[src/rtl/alu_sequencer_pkg.sv]
// Shared definitions for the ALU sequencer: instruction classes, ALU function codes, FSM states.
package alu_sequencer_pkg;

    localparam logic [3:0] OP_NOP  = 4'h0;
    localparam logic [3:0] OP_LDA  = 4'h1;
    localparam logic [3:0] OP_LDB  = 4'h2;
    localparam logic [3:0] OP_ALU  = 4'h3;
    localparam logic [3:0] OP_OUT  = 4'h4;
    localparam logic [3:0] OP_SWAP = 4'h5;

    localparam logic [2:0] ALU_ADD = 3'b000;
    localparam logic [2:0] ALU_SUB = 3'b001;
    localparam logic [2:0] ALU_NOT = 3'b100;
    localparam logic [2:0] ALU_AND = 3'b101;
    localparam logic [2:0] ALU_OR  = 3'b110;
    localparam logic [2:0] ALU_XOR = 3'b111;

    typedef enum logic [1:0] {
        StFetch,
        StImm,
        StExec,
        StOutWait
    } state_e;

endpackage

[src/rtl/alu_sequencer_if.sv]
// Byte-stream, output-stream and ALU-operand bundle between the sequencer and its surroundings.
interface alu_sequencer_if;

    logic [7:0] in_data;
    logic       in_valid;
    logic       in_ready;
    logic [7:0] out_data;
    logic       out_valid;
    logic       out_ready;
    logic [7:0] alu_x;
    logic [7:0] alu_y;
    logic       alu_c2;
    logic       alu_c1;
    logic       alu_c0;
    logic [7:0] alu_f;
    logic       zero;
    logic       err;
    logic       busy;

    modport master (
        input  in_data, in_valid, out_ready, alu_f,
        output in_ready, out_data, out_valid, alu_x, alu_y, alu_c2, alu_c1, alu_c0,
               zero, err, busy
    );

    modport slave (
        output in_data, in_valid, out_ready, alu_f,
        input  in_ready, out_data, out_valid, alu_x, alu_y, alu_c2, alu_c1, alu_c0,
               zero, err, busy
    );

endinterface

[src/rtl/alu_out_reg.sv]
// Single-entry output holding register: data and valid stay put until the consumer takes them.
module alu_out_reg (
    input  logic       clk,
    input  logic       rst,
    input  logic       load_i,
    input  logic [7:0] load_data_i,
    input  logic       out_ready_i,
    output logic [7:0] out_data_o,
    output logic       out_valid_o
);

    logic [7:0] data_q;
    logic       valid_q;

    always_ff @(posedge clk or posedge rst) begin
        if (rst) begin
            data_q  <= 8'h00;
            valid_q <= 1'b0;
        end else if (load_i) begin
            data_q  <= load_data_i;
            valid_q <= 1'b1;
        end else if (valid_q && out_ready_i) begin
            valid_q <= 1'b0;
        end
    end

    assign out_data_o  = data_q;
    assign out_valid_o = valid_q;

endmodule

[src/rtl/alu_sequencer.sv]
// Accumulator controller: fetches instruction bytes, drives the external ALU, writes back ACC
// and streams ACC snapshots out through a one-entry holding register.
module alu_sequencer
    import alu_sequencer_pkg::*;
#(
    parameter logic [7:0] ACC_RST  = 8'h00,
    parameter bit         ERR_HALT = 1'b0
) (
    input logic             clk,
    input logic             rst,
    alu_sequencer_if.master bus
);

    state_e     state_q;
    logic [7:0] acc_q;
    logic [7:0] b_q;
    logic [2:0] alu_c_q;
    logic       zero_q;
    logic       err_q;
    logic       imm_b_q;

    logic [3:0] op;
    logic       in_ready;
    logic       in_fire;
    logic       out_load;
    logic       out_fire;
    logic [7:0] out_data;
    logic       out_valid;

    assign op = bus.in_data[7:4];

    always_comb begin
        in_ready = 1'b0;
        case (state_q)
            StFetch: in_ready = !(err_q && ERR_HALT);
            StImm:   in_ready = 1'b1;
            default: in_ready = 1'b0;
        endcase
    end

    assign in_fire  = bus.in_valid && in_ready;
    assign out_load = in_fire && (state_q == StFetch) && (op == OP_OUT);
    assign out_fire = out_valid && bus.out_ready;

    always_ff @(posedge clk or posedge rst) begin
        if (rst) begin
            state_q <= StFetch;
            acc_q   <= ACC_RST;
            b_q     <= ACC_RST;
            alu_c_q <= ALU_ADD;
            zero_q  <= 1'b0;
            err_q   <= 1'b0;
            imm_b_q <= 1'b0;
        end else begin
            case (state_q)
                StFetch: begin
                    if (in_fire) begin
                        case (op)
                            OP_NOP: ;
                            OP_LDA: begin
                                imm_b_q <= 1'b0;
                                state_q <= StImm;
                            end
                            OP_LDB: begin
                                imm_b_q <= 1'b1;
                                state_q <= StImm;
                            end
                            OP_ALU: begin
                                alu_c_q <= bus.in_data[2:0];
                                state_q <= StExec;
                            end
                            OP_OUT:  state_q <= StOutWait;
                            OP_SWAP: begin
                                acc_q <= b_q;
                                b_q   <= acc_q;
                            end
                            default: err_q <= 1'b1;
                        endcase
                    end
                end
                StImm: begin
                    if (in_fire) begin
                        if (imm_b_q) b_q <= bus.in_data;
                        else         acc_q <= bus.in_data;
                        state_q <= StFetch;
                    end
                end
                StExec: begin
                    acc_q   <= bus.alu_f;
                    zero_q  <= (bus.alu_f == 8'h00);
                    alu_c_q <= ALU_ADD;
                    state_q <= StFetch;
                end
                StOutWait: begin
                    if (out_fire) state_q <= StFetch;
                end
                default: state_q <= StFetch;
            endcase
        end
    end

    alu_out_reg u_out_reg (
        .clk         (clk),
        .rst         (rst),
        .load_i      (out_load),
        .load_data_i (acc_q),
        .out_ready_i (bus.out_ready),
        .out_data_o  (out_data),
        .out_valid_o (out_valid)
    );

    assign bus.in_ready  = in_ready;
    assign bus.out_data  = out_data;
    assign bus.out_valid = out_valid;
    assign bus.alu_x     = acc_q;
    assign bus.alu_y     = b_q;
    assign bus.alu_c2    = alu_c_q[2];
    assign bus.alu_c1    = alu_c_q[1];
    assign bus.alu_c0    = alu_c_q[0];
    assign bus.zero      = zero_q;
    assign bus.err       = err_q;
    assign bus.busy      = (state_q != StFetch);

endmodule

[src/flat_wrapper.sv]
// flat-port wrapper written by rule: the top's interface ports become plain ports
module alu_sequencer_flat import alu_sequencer_pkg::*;
#(
    parameter logic [7:0] ACC_RST  = 8'h00,
    parameter bit         ERR_HALT = 1'b0
)
  (clk, rst, bus_in_data, bus_in_valid, bus_out_ready, bus_alu_f, bus_in_ready, bus_out_data, bus_out_valid, bus_alu_x, bus_alu_y, bus_alu_c2, bus_alu_c1, bus_alu_c0, bus_zero, bus_err, bus_busy);
  alu_sequencer_if bus_i ();
  input logic clk;
  input logic rst;
  input wire logic [$bits(bus_i.in_data)-1:0] bus_in_data;
  input wire logic [$bits(bus_i.in_valid)-1:0] bus_in_valid;
  input wire logic [$bits(bus_i.out_ready)-1:0] bus_out_ready;
  input wire logic [$bits(bus_i.alu_f)-1:0] bus_alu_f;
  output wire logic [$bits(bus_i.in_ready)-1:0] bus_in_ready;
  output wire logic [$bits(bus_i.out_data)-1:0] bus_out_data;
  output wire logic [$bits(bus_i.out_valid)-1:0] bus_out_valid;
  output wire logic [$bits(bus_i.alu_x)-1:0] bus_alu_x;
  output wire logic [$bits(bus_i.alu_y)-1:0] bus_alu_y;
  output wire logic [$bits(bus_i.alu_c2)-1:0] bus_alu_c2;
  output wire logic [$bits(bus_i.alu_c1)-1:0] bus_alu_c1;
  output wire logic [$bits(bus_i.alu_c0)-1:0] bus_alu_c0;
  output wire logic [$bits(bus_i.zero)-1:0] bus_zero;
  output wire logic [$bits(bus_i.err)-1:0] bus_err;
  output wire logic [$bits(bus_i.busy)-1:0] bus_busy;
  assign bus_i.in_data = bus_in_data;
  assign bus_i.in_valid = bus_in_valid;
  assign bus_i.out_ready = bus_out_ready;
  assign bus_i.alu_f = bus_alu_f;
  assign bus_in_ready = bus_i.in_ready;
  assign bus_out_data = bus_i.out_data;
  assign bus_out_valid = bus_i.out_valid;
  assign bus_alu_x = bus_i.alu_x;
  assign bus_alu_y = bus_i.alu_y;
  assign bus_alu_c2 = bus_i.alu_c2;
  assign bus_alu_c1 = bus_i.alu_c1;
  assign bus_alu_c0 = bus_i.alu_c0;
  assign bus_zero = bus_i.zero;
  assign bus_err = bus_i.err;
  assign bus_busy = bus_i.busy;
  alu_sequencer #(.ACC_RST(ACC_RST), .ERR_HALT(ERR_HALT)) u_core (.clk(clk), .rst(rst), .bus(bus_i));
endmodule
[config.mk]
export PLATFORM = sky130hd
export DESIGN_NAME = alu_sequencer_flat
export DESIGN_NICKNAME = d
export VERILOG_FILES = /design/src/rtl/alu_sequencer_pkg.sv /design/src/rtl/alu_sequencer_if.sv /design/src/rtl/alu_out_reg.sv /design/src/rtl/alu_sequencer.sv /design/src/flat_wrapper.sv
export SDC_FILE = /design/constraint.sdc
export NUM_CORES = 1
export LEC_CHECK = 0
export BUFFER_PORTS_ARGS = -buffer_cell sky130_fd_sc_hd__buf_2
export CAP_MARGIN = 20
export CORE_MARGIN = 2
export CORE_UTILIZATION = 28
export DETAILED_ROUTE_END_ITERATION = 7
export PLACE_DENSITY = 0.58
export SLEW_MARGIN = 20
export SYNTH_ARGS = -nofsm -noshare
export SYNTH_HDL_FRONTEND = slang
export SYNTH_SLANG_ARGS = --single-unit
[constraint.sdc]
create_clock -name clk -period 2.1 [get_ports clk]
set_input_delay 0.63 -clock clk [delete_from_list [all_inputs] [get_ports clk]]
set_output_delay 0.63 -clock clk [all_outputs]
set_load 0.02 [all_outputs]
### After elaboration in Yosys (flattened, before gate mapping)

Cells that the tools add are included.

| storage, ports and cells | value |
|---|---|
| flip-flop bits (word level) | 33 |
| input port bits | 20 |
| output and inout port bits | 32 |
| logic and storage cells | 70 |

| operators by class | value |
|---|---|
| eq/ne operators | 16 |
| muxes and demuxes | 22 |
| bitwise logic cells | 1 |
| reductions and logical operators | 22 |

Operator list:

| operator | count |
|---|---|
| $mux W8 | 8 |
| $pmux W8 S3 | 1 |
| $pmux W8 S2 | 1 |
| $reduce_and A5 Y1 | 2 |
| $reduce_bool A2 Y1 | 5 |
| $reduce_and A3 Y1 | 3 |
| $eq A4 B2 Y1 const B | 2 |
| $eq A4 B3 Y1 const B | 2 |
| $logic_not A8 Y1 | 1 |
| $ne A2 B1 Y1 const B | 4 |
| $pmux W2 S4 | 1 |
| $mux W2 | 3 |
| $mux W3 | 2 |
| $ne A2 B2 Y1 const B | 3 |
| $pmux W2 S3 | 1 |
| $pmux W3 S2 | 1 |
| $reduce_or A6 Y1 | 1 |
| $eq A2 B2 Y1 const B | 2 |
| $eq A4 B1 Y1 const B | 1 |
| $logic_and A1 B1 Y1 | 4 |
| $logic_not A4 Y1 | 1 |
| $ne A4 B4 Y1 const B | 1 |
| $reduce_and A4 Y1 | 1 |
| $reduce_or A2 Y1 | 2 |
| other kinds (6) | 8 |

### Logic depth before layout (Yosys ltp)

Gate-level depths: netlist of the first run.

| depth | value |
|---|---|
| depth after elaboration | 7 |
| depth in mapped cells | 7 |
| gate-level depth less buffers | 6 |

### By module

A second synthesis of the first run with hierarchy kept.

| unflattened totals | value |
|---|---|
| cells, all modules | 168 |
| area, all modules | 1796.7 sq um |

Modules (own cells, without submodules):

| module | times used | cells an instance | area an instance (sq um) | sequential area each (sq um) |
|---|---|---|---|---|
| alu_sequencer | 1 | 147 | 1423.9 | 600.6 |
| alu_out_reg | 1 | 21 | 372.9 | 225.2 |

### Worst setup path after synthesis of the first run

No wires, ideal clock.

| path | value |
|---|---|
| kind | input to register |
| start point | input port bus_in_data[4] |
| end point | register u_core.acc_q[0] (netlist: u_core.bus.alu_x[0]) |
| library setup time | 0.125 ns |
| data arrival time | 1.788 ns |
| data required time | 1.975 ns |
| setup slack | 0.187 ns |
| stages on the path | 6 |
| buffers on the path | 2 |
| cells stage by stage | buf_4 > and4bb_1 > nand2_1 > a221o_1 > buf_6 > mux2_4 |

| on the way | value |
|---|---|
| cells in the longest elaborated chain, start to end | 3 |

RTL lines:

| what | RTL line | RTL |
|---|---|---|
| start, declared | flat_wrapper.sv:11 | `input wire logic [$bits(bus_i.in_data)-1:0] bus_in_data;` |
| $eq A4 B3 Y1 | alu_sequencer.sv:58 | `case (op)` |
| $ne A2 B2 Y1 (no source line) | - |  |
| $reduce_and A5 Y1 (no source line) | - |  |
| end signal, assigned | alu_sequencer.sv:74 | `acc_q <= b_q;` |
| end signal, assigned | alu_sequencer.sv:84 | `else acc_q <= bus.in_data;` |
| end signal, assigned | alu_sequencer.sv:89 | `acc_q <= bus.alu_f;` |
| end, declared | alu_sequencer.sv:15 | `logic [7:0] acc_q;` |

Every way passes these cells.
A chain may end at the register's enable or synchronous reset.

### Final worst setup path of the first run

| path | value |
|---|---|
| start point | register u_core.state_q[0] |
| end point | output port bus_in_ready |

| on the way | value |
|---|---|
| cells in the longest elaborated chain, start to end | 3 |
| elaborated cells on any way between the ends | 4 |
| those cells by class | eq/ne (1); mux (1); reduce/logical (2) |

RTL lines:

| what | RTL line | RTL |
|---|---|---|
| start, declared | alu_sequencer.sv:14 | `state_e state_q;` |
| start signal, assigned | alu_sequencer.sv:47 | `state_q <= StFetch;` |
| start signal, assigned | alu_sequencer.sv:62 | `state_q <= StImm;` |
| start signal, assigned | alu_sequencer.sv:66 | `state_q <= StImm;` |
| $eq A2 B1 Y1 or $logic_not A2 Y1 (tied branches) | alu_sequencer.sv:34 | `case (state_q)` |
| $reduce_or A2 Y1 (no source line) (*) | - |  |
| $mux W1 (*) | alu_sequencer.sv:34 |  |
| end, declared | flat_wrapper.sv:15 | `output wire logic [$bits(bus_i.in_ready)-1:0] bus_in_ready;` |

Every way passes the cells marked *; elsewhere a longest branch is shown, timed or not.

==> reports/metrics.cfg, run 1 <==
[synthesis]
netlist_instances = 154
synthDominantCellAreaShare_pct = 46.3
synth_top_cells_by_area = dfrtp_1 46%, mux2_1 9.5%, mux2_4 6.7%, mux2_2 5.7%, a22oi_1 3.8%
synth.net_count = 179
synth-seq-cells = 33
synth_fa_ha_area_share_pct = 3.51
syn_avg_cell_area_um2 = 11.6
synth_cell_type_count = 39
yosys.area_share.simple_pct = 10.5
seq_area_frac_synth_pct = 46.3
yosysMostFrequentCell = dfrtp_1
synth-xor-area-share_pct = 0
synth_edf_count = 0
synth_top_family_by_area = multiplexers
synth-compound-area-share_pct = 12.4
synth_ff_type = dfrtp_1
ys_top_cells_by_count = 33 x dfrtp_1, 15 x mux2_1, 10 x a21oi_1, 10 x nor2_1
yosysTopAreaCell = dfrtp_1
muxShareOfSynthArea_pct = 23.0
ys_async_sr_fraction_pct = 100
ys_warn_count = 0
synthesis.area_um2 = 1780

[grt]
grt_pass1_vias = 1399
grt_use_total_pct = 13.4
grt_pass1_wl_um = 7430
grt_max_degree = 34
grt_overflow = 0
antenna_found_initial = 0

[routing]
wl_per_cell_um = 15.2
antenna_left = 0
wl_um = 4430
drt_first_pass_iters = 4
first_iter_violations = 72
vias_per_cell = 4.81
drc = 0
vias = 1401

[layout]
area_growth_syn_to_layout_pct = 28.4
layout-drive-gt1-share_pct = 42.5
nNetsFinal = 239
multi_input_area_um2 = 895
num_antenna_cells = 0
finish.utilization_pct = 36.6
final_cell_area_um2 = 2290
fillCellCount = 630
seq_area_um2 = 826

[critical_path]
start_kind = register
r2r-start = u_core.state_q[1]$_DFFE_PP0P_
worstSetupStartpoint = u_core.state_q[0]$_DFFE_PP0P_
crit_path_top_delay_cell = dfrtp_1
path_class = reg2out
critical-path-max-stage-delay_ns = 0.39
critPathCaptureType = output port
critPathMaxFanout = 7
worstPathArrival_ns = 1.40
required_ns = 1.47
critPathTopFamily = flip-flops
path_cells = inv_1, ha_4, or2_1, buf_2
cp.buffers_inverters = 2

[sta]
fin_skew_ns = 0.00719
setup_violations = 0
slew_headroom_pct = 65.5
worst_slew_pin_slew_ns = 0.518
layout_setup_ws_ns = 0.0684
fin_crit_ns = 2.03
fmax_mhz = 492
holdWs_ns = 0.424
finalHoldViolCount = 0
final_max_slew_viol_count = 0
fin_crit_sh_pct = 96.7

[clock_tree]
cts_tree = built
clkSinkCount = 33
htreeDepth = 2
clk_path_buf_depth = 2
cts.clk_slew.worst_paths_ns = 0.06
clock_latency_ns = 0.29
ctsHoldBuffers = 0
cts-root-buf = clkbuf_8
cts_made_buffers = 5

[placement]
dp_hpwl_um = 3270
post_dp_cell_area_um2 = 2170
port_buffers = 51
gp_congestion = 0.771
dpl_worst_slack_ns = -0.0605

[floorplanning]
rows = 29
start_util_pct = 28.5
dieArea_um2 = 7020
ioPinCount = 52
die_w_um = 83.8
core_um2 = 6240
die_y_um = 83.8

[pwr]
powerDensity_nw_per_um2 = 1650
ir_drop_v = 0.000661
power.leakage_nw = 1.13

[job]
max_cap_viol_count = 0

[status]
status = completed

[hold_path]
hold_path_class = in2async

-- power breakdown --
part / internal, W / switching (W) / total [W]
sequential: 0.000931 / 0.000210 / 0.00114
clock: 0.000260 / 0.000226 / 0.000486
combinational: 0.00101 / 0.00113 / 0.00214
-- area by class of cell --
| type | count | area share [%] |
|---|---|---|
| Timing Repair Buffer | 63 | 15.6 |
| Clock buffer | 7 | 3.77 |
| Multi-Input combinational cell | 104 | 39.1 |
| Tap cell | 77 | 4.21 |
| Sequential cell | 33 | 36.1 |
| Inverter | 7 | 1.15 |
-- path summary, 6_finish.rpt --
| path | to | slack (ns) | cells after the start |
|---|---|---|---|
| worst min-delay path | u_core.u_out_reg.out_data_o[5]$_DFFE_PP0P_ | 0.42 | 3 |
| max in group asynchronous | u_core.u_out_reg.out_data_o[0]$_DFFE_PP0P_ | 1.36 | 3 |
| worst min register to register | u_core.u_out_reg.out_data_o[5]$_DFFE_PP0P_ | 0.48 | 1 |
| worst max register to register | u_core.bus.alu_x[6]$_DFFE_PP0P_ | 0.22 | 5 |
| worst max-delay path | bus_in_ready | 0.07 | 4 |
| min in group clk | u_core.u_out_reg.out_data_o[5]$_DFFE_PP0P_ | 0.48 | 1 |
-- routing by layer --
| layer | routed length [um] | vias up | track usage [%] |
|---|---|---|---|
| li1 | - | 677 | - |
| met1 | 2140 | 688 | 18.9 |
| met2 | 2030 | 33 | 20.4 |
| met3 | 240 | 3 | 4.65 |
| met4 | 19 | 0 | 2.20 |
| met5 | 0 | - | 0 |
-- metrics by stage --
step	total power [W]	TNS, ns	std cells
floorplan	0.00266	0	154
global placement	0.00323	-0.266	282
detailed placement	0.00327	-0.458	282
CTS	0.00379	0	290
global route	0.00406	-0.000318	291
finish	0.00377	0	291
-- cells by family after synthesis --
| group | after synthesis |
|---|---|
| compound gates | 32 |
| fa+ha+maj | 5 |
| buf+inv | 17 |
| flops | 33 |
| mux | 34 |
| simple gates | 33 |
-- registers in the layout, summed over array words and instances, names as in the netlist, 2 cells and up --
register / count
u_core.alu_c_q: 3
u_core.bus.alu_x: 8
u_core.bus.alu_y: 8
u_core.state_q: 2
u_core.u_out_reg.out_data_o: 8
-- cells in the final DEF, fill, tap and decap left out, types with 2 or more instances in the layout --
master,n
o21ai_0,2
clkbuf_8,6
nand3_1,4
a22oi_1,9
dfrtp_1,33
nor2_1,10
buf_4,11
mux2_1,15
mux2_4,8
nand2_1,7
mux2_2,9
inv_1,6
nor4_1,2
mux2i_1,2
a32o_1,3
ha_1,3
buf_2,51
a21oi_1,10
-- repair_timing --
action | 4_1_cts | 5_1_grt
buffers inserted | 1 | 1
gates resized for setup | 1 | 2
endpoints found under the setup margin | 1 | 1
hold endpoints to repair | 0 | 0
-- worst register-to-register path: stages (launching register included) --
cell and delay [ns]:
dfrtp_1 0.38, inv_1 0.14, ha_2 0.25, buf_4 0.17, a221o_1 0.48, mux2_4 0.35
Power figures use the tool's default switching activity.
==> inputs of run 2 (changes only) <==
- SYNTH_HIERARCHICAL: not set -> 1
==> run 2 against run 1 <==
Net effect: die area increased by 0.80%; clock power is 2% lower; synthesized cell count is 9.1% higher; sequential cell count stayed put; combinational power shrank 7%; count of clock-buffer cells in the layout stayed put; largest power group unchanged; register-to-register slack improved by 0.10 ns; critical path depth stayed put; design area grew 0.88%; critical endpoint unchanged.
==> reports/metrics.cfg, run 2 <==
[grt]
grt_use_total_pct = 13.5  ; +0.084 points
grt_max_degree = 25  ; -26%
grt_pass1_wl_um = 7470  ; +0.46%
grt_pass1_vias = 1442  ; +3.1%
antenna_found_initial = 0  ; unchanged
grt_overflow = 0  ; unchanged

[pwr]
ir_drop_v = 0.000677  ; +2.5%
power.leakage_nw = 1.14  ; +1.1%
powerDensity_nw_per_um2 = 1550  ; -6.0%

[routing]
vias_per_cell = 4.74  ; -1.5%
wl_per_cell_um = 14.6  ; -4.3%
drt_first_pass_iters = 4  ; unchanged
wl_um = 4490  ; +1.3%
antenna_left = 0  ; unchanged
vias = 1461  ; +4.3%
drc = 0  ; unchanged
first_iter_violations = 86  ; +19%

[synthesis]
ys_async_sr_fraction_pct = 100  ; unchanged
syn_avg_cell_area_um2 = 10.7  ; -7.6%
ys_warn_count = 6  ; +6
yosysTopAreaCell = dfrtp_1
synthDominantCellAreaShare_pct = 46.0  ; -0.39 points
synth_edf_count = 0  ; unchanged
netlist_instances = 168  ; +9.1%
synth-seq-cells = 33  ; unchanged
yosysMostFrequentCell = dfrtp_1
ys_top_cells_by_count = 33 x dfrtp_1, 15 x nand2_1, 13 x o21ai_0
synth_cell_type_count = 32  ; -18%
synth_top_cells_by_area = dfrtp_1 46%, mux2_4 6.7%, mux2_2 5.6%, mux2i_1 5.0%, ha_1 4.2%
synth.net_count = 194  ; +8.4%
synth_ff_type = dfrtp_1
seq_area_frac_synth_pct = 46.0  ; -0.39 points
synthesis.area_um2 = 1800  ; +0.84%

[placement]
gp_congestion = 0.771  ; about the same
port_buffers = 51  ; unchanged
dp_hpwl_um = 3320  ; +1.7%

[floorplanning]
core_um2 = 6280  ; +0.58%
start_util_pct = 28.6  ; +0.074 points
die_y_um = 84.1  ; +0.40%
die_w_um = 84.1  ; +0.40%
dieArea_um2 = 7070  ; +0.80%
ioPinCount = 52  ; unchanged
rows = 29  ; unchanged

[sta]
final.setup.tns_ns = 0  ; unchanged
fin_skew_ns = 0.00500  ; -0.00219 ns
rsz0062_at_grt = no
setup_violations = 0  ; unchanged
worst_slew_pin_slew_ns = 0.492  ; -0.0255 ns
finalHoldViolCount = 0  ; unchanged
slew_headroom_pct = 67.2  ; +1.7 points
final_max_slew_viol_count = 0  ; unchanged
fin_crit_ns = 2.03  ; -0.00366 ns
fin_crit_sh_pct = 96.6  ; -0.17 points
fmax_mhz = 493  ; +0.18%
holdWs_ns = 0.338  ; -0.0859 ns

[layout]
fillCellCount = 640  ; +1.6%
num_antenna_cells = 0  ; unchanged
layout-drive-gt1-share_pct = 42.0  ; -0.53 points
mostFrequentLayoutCell = buf_2
area_growth_syn_to_layout_pct = 28.4  ; about the same
final_cell_mix = 51 x buf_2, 33 x dfrtp_1, 15 x nand2_1, 13 x o21ai_0, 13 x buf_4
nNetsFinal = 257  ; +7.5%

[clock_tree]
clock_latency_ns = 0.28  ; about the same
clkSinkCount = 33  ; unchanged
cts.clk_slew.worst_paths_ns = 0.07  ; about the same
ctsHoldBuffers = 0  ; unchanged
cts-root-buf = clkbuf_8
clk_path_buf_depth = 2  ; unchanged
htreeDepth = 2  ; unchanged
cts_tree = built
cts_made_buffers = 5  ; unchanged

[critical_path]
critPathMaxFanout = 8  ; +1
worstPathArrival_ns = 1.40  ; about the same
crit_path_top_delay_cell = dfrtp_1
cp.buffers_inverters = 2  ; unchanged
path_cells = inv_2, ha_4, or2_2, buf_2
critical-path-max-stage-delay_ns = 0.41  ; +0.02 ns
start_kind = register
critPathCaptureType = output port
required_ns = 1.47  ; about the same
critPathTopFamily = flip-flops
path_class = reg2out

[job]
max_cap_viol_count = 0  ; unchanged

[status]
status = completed

[hold_path]
hold_path_class = in2async

==> run 2: changes by cell type after synthesis, moves of 2 or more <==
cell	previous run	this run
a32o_1	3	1
clkbuf_1	6	4
clkbuf_8	0	2
inv_1	6	11
mux2_1	15	0
mux2i_1	2	9
nand2_1	7	15
nor4_1	2	5
o211ai_1	0	4
o21ai_0	2	13
==> run 2: cells by family (layout without fill, tap and decap cells) <==
logic type               count (synthesis)  in the layout  share of synthesized area (%)
buffers and inverters                   20             83                           5.99
adder cells (fa/ha/maj)                  6              6                           4.18
AND/OR/NAND/NOR                         42             42                           12.2
AO/OA/AOI/OAI                           41             41                           14.3
multiplexers                            26             26                           17.3
flip-flops                              33             33                           46.0
==> run 2: metrics by stage <==
step / utilization (%) / area (um2) / std cells / total power, W / setup WS [ns]
2_1_floorplan: - / 1800 / 168 / 0.00248 / 0.233
3_3_place_gp: 34.7 / 2180 / 297 / 0.00304 / 0.110
3_5_place_dp: 34.7 / 2180 / 297 / 0.00305 / 0.0976
4_1_cts: 36.5 / 2290 / 306 / 0.00359 / 0.0129
5_1_grt: 36.8 / 2310 / 308 / 0.00385 / 0.0192
6_report: 36.8 / 2310 / 308 / 0.00357 / 0.0720
==> run 2: worst reg2reg max path, stage by stage (launching register included) <==
cell and delay, ns:
dfrtp_1 0.40, inv_2 0.09, ha_2 0.20, buf_4 0.17
mux2_2 0.34, o211ai_1 0.09, buf_4 0.24, o21ai_0 0.12
==> run 2: cell type report <==
class,instances,area (um2),share of cell area [%]
well taps,77,96.3,4.18
multi-input cells,115,885,38.3
inverters,11,41.3,1.79
flip-flops and latches,33,826,35.8
clock buffers,7,86.3,3.74
repair buffers,65,373,16.2
==> run 2: report_power, final <==
part	internal, W	switching (W)	total (W)
logic	0.000901	0.00109	0.00199
clock network	0.000260	0.000215	0.000475
registers	0.000904	0.000202	0.00111
==> run 2: routing by layer <==
metal / wire length [um] / vias up / track usage, % / share of wire, %
met2: 2020 / 35 / 21.1 / 45
li1: - / 729 / - / -
met3: 219 / 4 / 3.86 / 4.9
met5: 0 / - / 0 / 0
met4: 34 / 0 / 3.96 / 0.76
met1: 2210 / 693 / 18.2 / 49
==> run 2: final timing paths <==
path | startpoint | end | slack [ns] | depth (start not counted)
min reg2reg | u_core/bus.err$_DFFE_PP0P_ | u_core/bus.err$_DFFE_PP0P_ | 0.48 | 1
min | rst | u_core/u_out_reg/out_valid_o$_DFFE_PP0P_ | 0.34 | 2
max reg2reg | u_core/state_q[1]$_DFFE_PP0P_ | u_core/bus.alu_y[6]$_DFFE_PP0P_ | 0.32 | 7
min in group clk | u_core/bus.err$_DFFE_PP0P_ | u_core/bus.err$_DFFE_PP0P_ | 0.48 | 1
max | u_core/state_q[0]$_DFFE_PP0P_ | bus_in_ready | 0.07 | 4
max in group asynchronous | rst | u_core/bus.alu_x[3]$_DFFE_PP0P_ | 1.46 | 3
==> run 2: repair_timing <==
item,in CTS,in global routing
endpoints found under the setup margin,2,1
resized for setup,3,2
setup buffers,2,2
hold endpoints to repair,0,0
==> inputs of run 3 (changes only) <==
- PLACE_DENSITY: 0.58 -> 0.6
- clock period: 2.1 -> 1.72 ns (I/O delays scaled with it)
==> run 3 against run 2 <==
Net effect: the flow now finishes with violations (setup timing); combinational power is 56% higher; clock power rose by 27%; final cell count increased by 4.5%; sequential cell count stayed put; via count is 4.9% higher; sequential share of layout area fell by 3.7 points; non-clock buffer count rose by 14; critical path type unchanged; largest cell class unchanged; largest power group unchanged.
==> reports/metrics.cfg, run 3 (same netlist as run 2, synthesis figures left out) <==
[sta]
fin_skew_ns = 0.00647  ; +0.00147 ns
finalHoldViolCount = 0  ; unchanged
final_max_slew_viol_count = 0  ; unchanged
slew_headroom_pct = 69.0  ; +1.8 points
fmax_mhz = 551
fin_crit_sh_pct = 105
fin_crit_ns = 1.81
worst_slew_pin_slew_ns = 0.464  ; -0.0277 ns
holdWs_ns = 0.242  ; -0.0966 ns
layout_setup_ws_ns = -0.0939  ; -0.166 ns
setup_violations = 2  ; +2
final.setup.tns_ns = -0.0959  ; -0.0959 ns
rsz0062_at_grt = yes

[layout]
num_antenna_cells = 0  ; unchanged
nNetsFinal = 271  ; +5.4%
mostFrequentLayoutCell = buf_2
final_cell_mix = 49 x buf_2, 32 x dfrtp_1, 21 x buf_4, 17 x mux2_4, 15 x nand2_1
finalNonFillerCells = 322  ; +4.5%
finish.utilization_pct = 41.1  ; +4.3 points
layout-drive-gt1-share_pct = 49.0  ; +7.0 points
area_growth_syn_to_layout_pct = 43.5
seq_area_um2 = 827  ; +0.15%
multi_input_area_um2 = 985  ; +11%
fillCellCount = 630  ; -1.6%

[critical_path]
critPathTopFamily = flip-flops
worstPathArrival_ns = 1.30  ; -0.10 ns
path_cells = inv_2, ha_4, or2_4, buf_6
required_ns = 1.20  ; -0.27 ns
worstSetupStartpoint = u_core/state_q[0]$_DFFE_PP0P_
critical-path-max-stage-delay_ns = 0.42  ; about the same
path_class = reg2out
start_kind = register
critPathCaptureType = output port
critPathMaxFanout = 5  ; -3
crit_path_top_delay_cell = dfrtp_2
cp.buffers_inverters = 2  ; unchanged
r2r-start = u_core/state_q[0]$_DFFE_PP0P_

[hold_path]
hold_path_class = in2async

[clock_tree]
cts-root-buf = clkbuf_8
clkSinkCount = 33  ; unchanged
cts.clk_slew.worst_paths_ns = 0.07  ; about the same
htreeDepth = 2  ; unchanged
clk_path_buf_depth = 2  ; unchanged
cts_made_buffers = 5  ; unchanged
clock_latency_ns = 0.28  ; about the same
cts_tree = built
ctsHoldBuffers = 0  ; unchanged

[floorplanning]
rows = 29  ; unchanged
dieArea_um2 = 7070  ; unchanged
die_y_um = 84.1  ; unchanged
start_util_pct = 28.6  ; unchanged
die_w_um = 84.1  ; unchanged
core_um2 = 6280  ; unchanged
ioPinCount = 52  ; unchanged

[grt]
busiest_layer = met2
antenna_found_initial = 0  ; unchanged
grt_use_met2_pct = 23.2  ; +2.0 points
grt_util_met3_pct = 3.76  ; -0.099 points
grtUsageMet1_pct = 19.7  ; +1.5 points
grt_max_degree = 25  ; unchanged
grt_pass1_wl_um = 7970  ; +6.8%
grt_pass1_vias = 1524  ; +5.7%
grt_use_total_pct = 14.4  ; +0.93 points
grt_overflow = 0  ; unchanged

[routing]
antenna_left = 0  ; unchanged
first_iter_violations = 41  ; -52%
drt_first_pass_iters = 4  ; unchanged
wl_um = 5160  ; +15%
drc = 0  ; unchanged
wl_per_cell_um = 16.0  ; +10%
vias_per_cell = 4.76  ; +0.37%
vias = 1533  ; +4.9%

[job]
max_cap_viol_count = 0  ; unchanged

[pwr]
ir_drop_v = 0.000822  ; +21%
power.leakage_nw = 1.27  ; +11%
powerDensity_nw_per_um2 = 1970  ; +27%
p_total_w = 0.00507  ; +42%

[placement]
port_buffers = 51  ; unchanged
gp_congestion = 0.772  ; about the same
dp_cells = 309  ; +4.0%
dp_hpwl_um = 3640  ; +9.3%

[status]
violations = setup timing
status = finished, violations left

==> run 3: cell types whose count changed in the layout (fill, tap and decap cells not counted), sizes merged <==
cell      delta
buf         +14
clkbuf       -1
clkinvlp     +1
==> run 3: layout make-up <==
type                            count  area share (%)
Timing Repair Buffer               79            20.9
Sequential cell                    33            32.1
Clock buffer                        6            3.20
Inverter                           11            1.60
Clock inverter                      1           0.291
Multi-Input combinational cell    115            38.2
Tap cell                           77            3.74
==> run 3: what timing repair did <==
item / CTS / global route
gates resized for setup: 8 / 25
setup buffers: 1 / 4
endpoints found under the setup margin: 20 / 29
pin swaps: 2 / 2
gates cloned: 0 / 1
==> run 3: stage by stage <==
stage                     setup slack (ns)  instance area [um2]
final                              -0.0939                 2580
after global routing                -0.148                 2580
after CTS                           -0.111                 2440
after detailed placement           -0.0962                 2310
after global placement             -0.0937                 2310
after floorplan                    -0.0118                 1820
==> run 3: power breakdown <==
group	total, W	switching [W]	internal [W]
Clock	0.000601	0.000285	0.000316
Combinational	0.00310	0.00153	0.00156
Sequential	0.00137	0.000267	0.00111
Total	0.00507	0.00208	0.00299
==> run 3: path summary, 6_finish.rpt <==
check,endpoint,slack (ns),cells after the start
max,bus_in_ready,-0.09,4
min,u_core/u_out_reg/out_data_o[6]$_DFFE_PP0P_,0.24,2
max reg2reg,u_core/u_out_reg/out_data_o[0]$_DFFE_PP0P_,0,6
min reg2reg,u_core/bus.err$_DFFE_PP0P_,0.51,1
max in group asynchronous,u_core/u_out_reg/out_data_o[3]$_DFFE_PP0P_,1.16,2
min in group clk,u_core/bus.err$_DFFE_PP0P_,0.51,1
==> run 3: routing by layer <==
metal	share of wire (%)	up-vias	wire [um]
li1	-	755	-
met1	46	743	2400
met2	50	35	2560
met3	3.9	0	201
met4	0	0	0
met5	0	-	0
==> run 3: worst reg2reg max path, delay by kind of cell, from the launching register on <==
| kind | cells | cell delay (ns) |
|---|---|---|
| and+or+nand+nor | 2 | 0.38 |
| buffers and inverters | 2 | 0.32 |
| DFF | 1 | 0.45 |
| adders and majority gates | 1 | 0.15 |
| muxes | 1 | 0.32 |
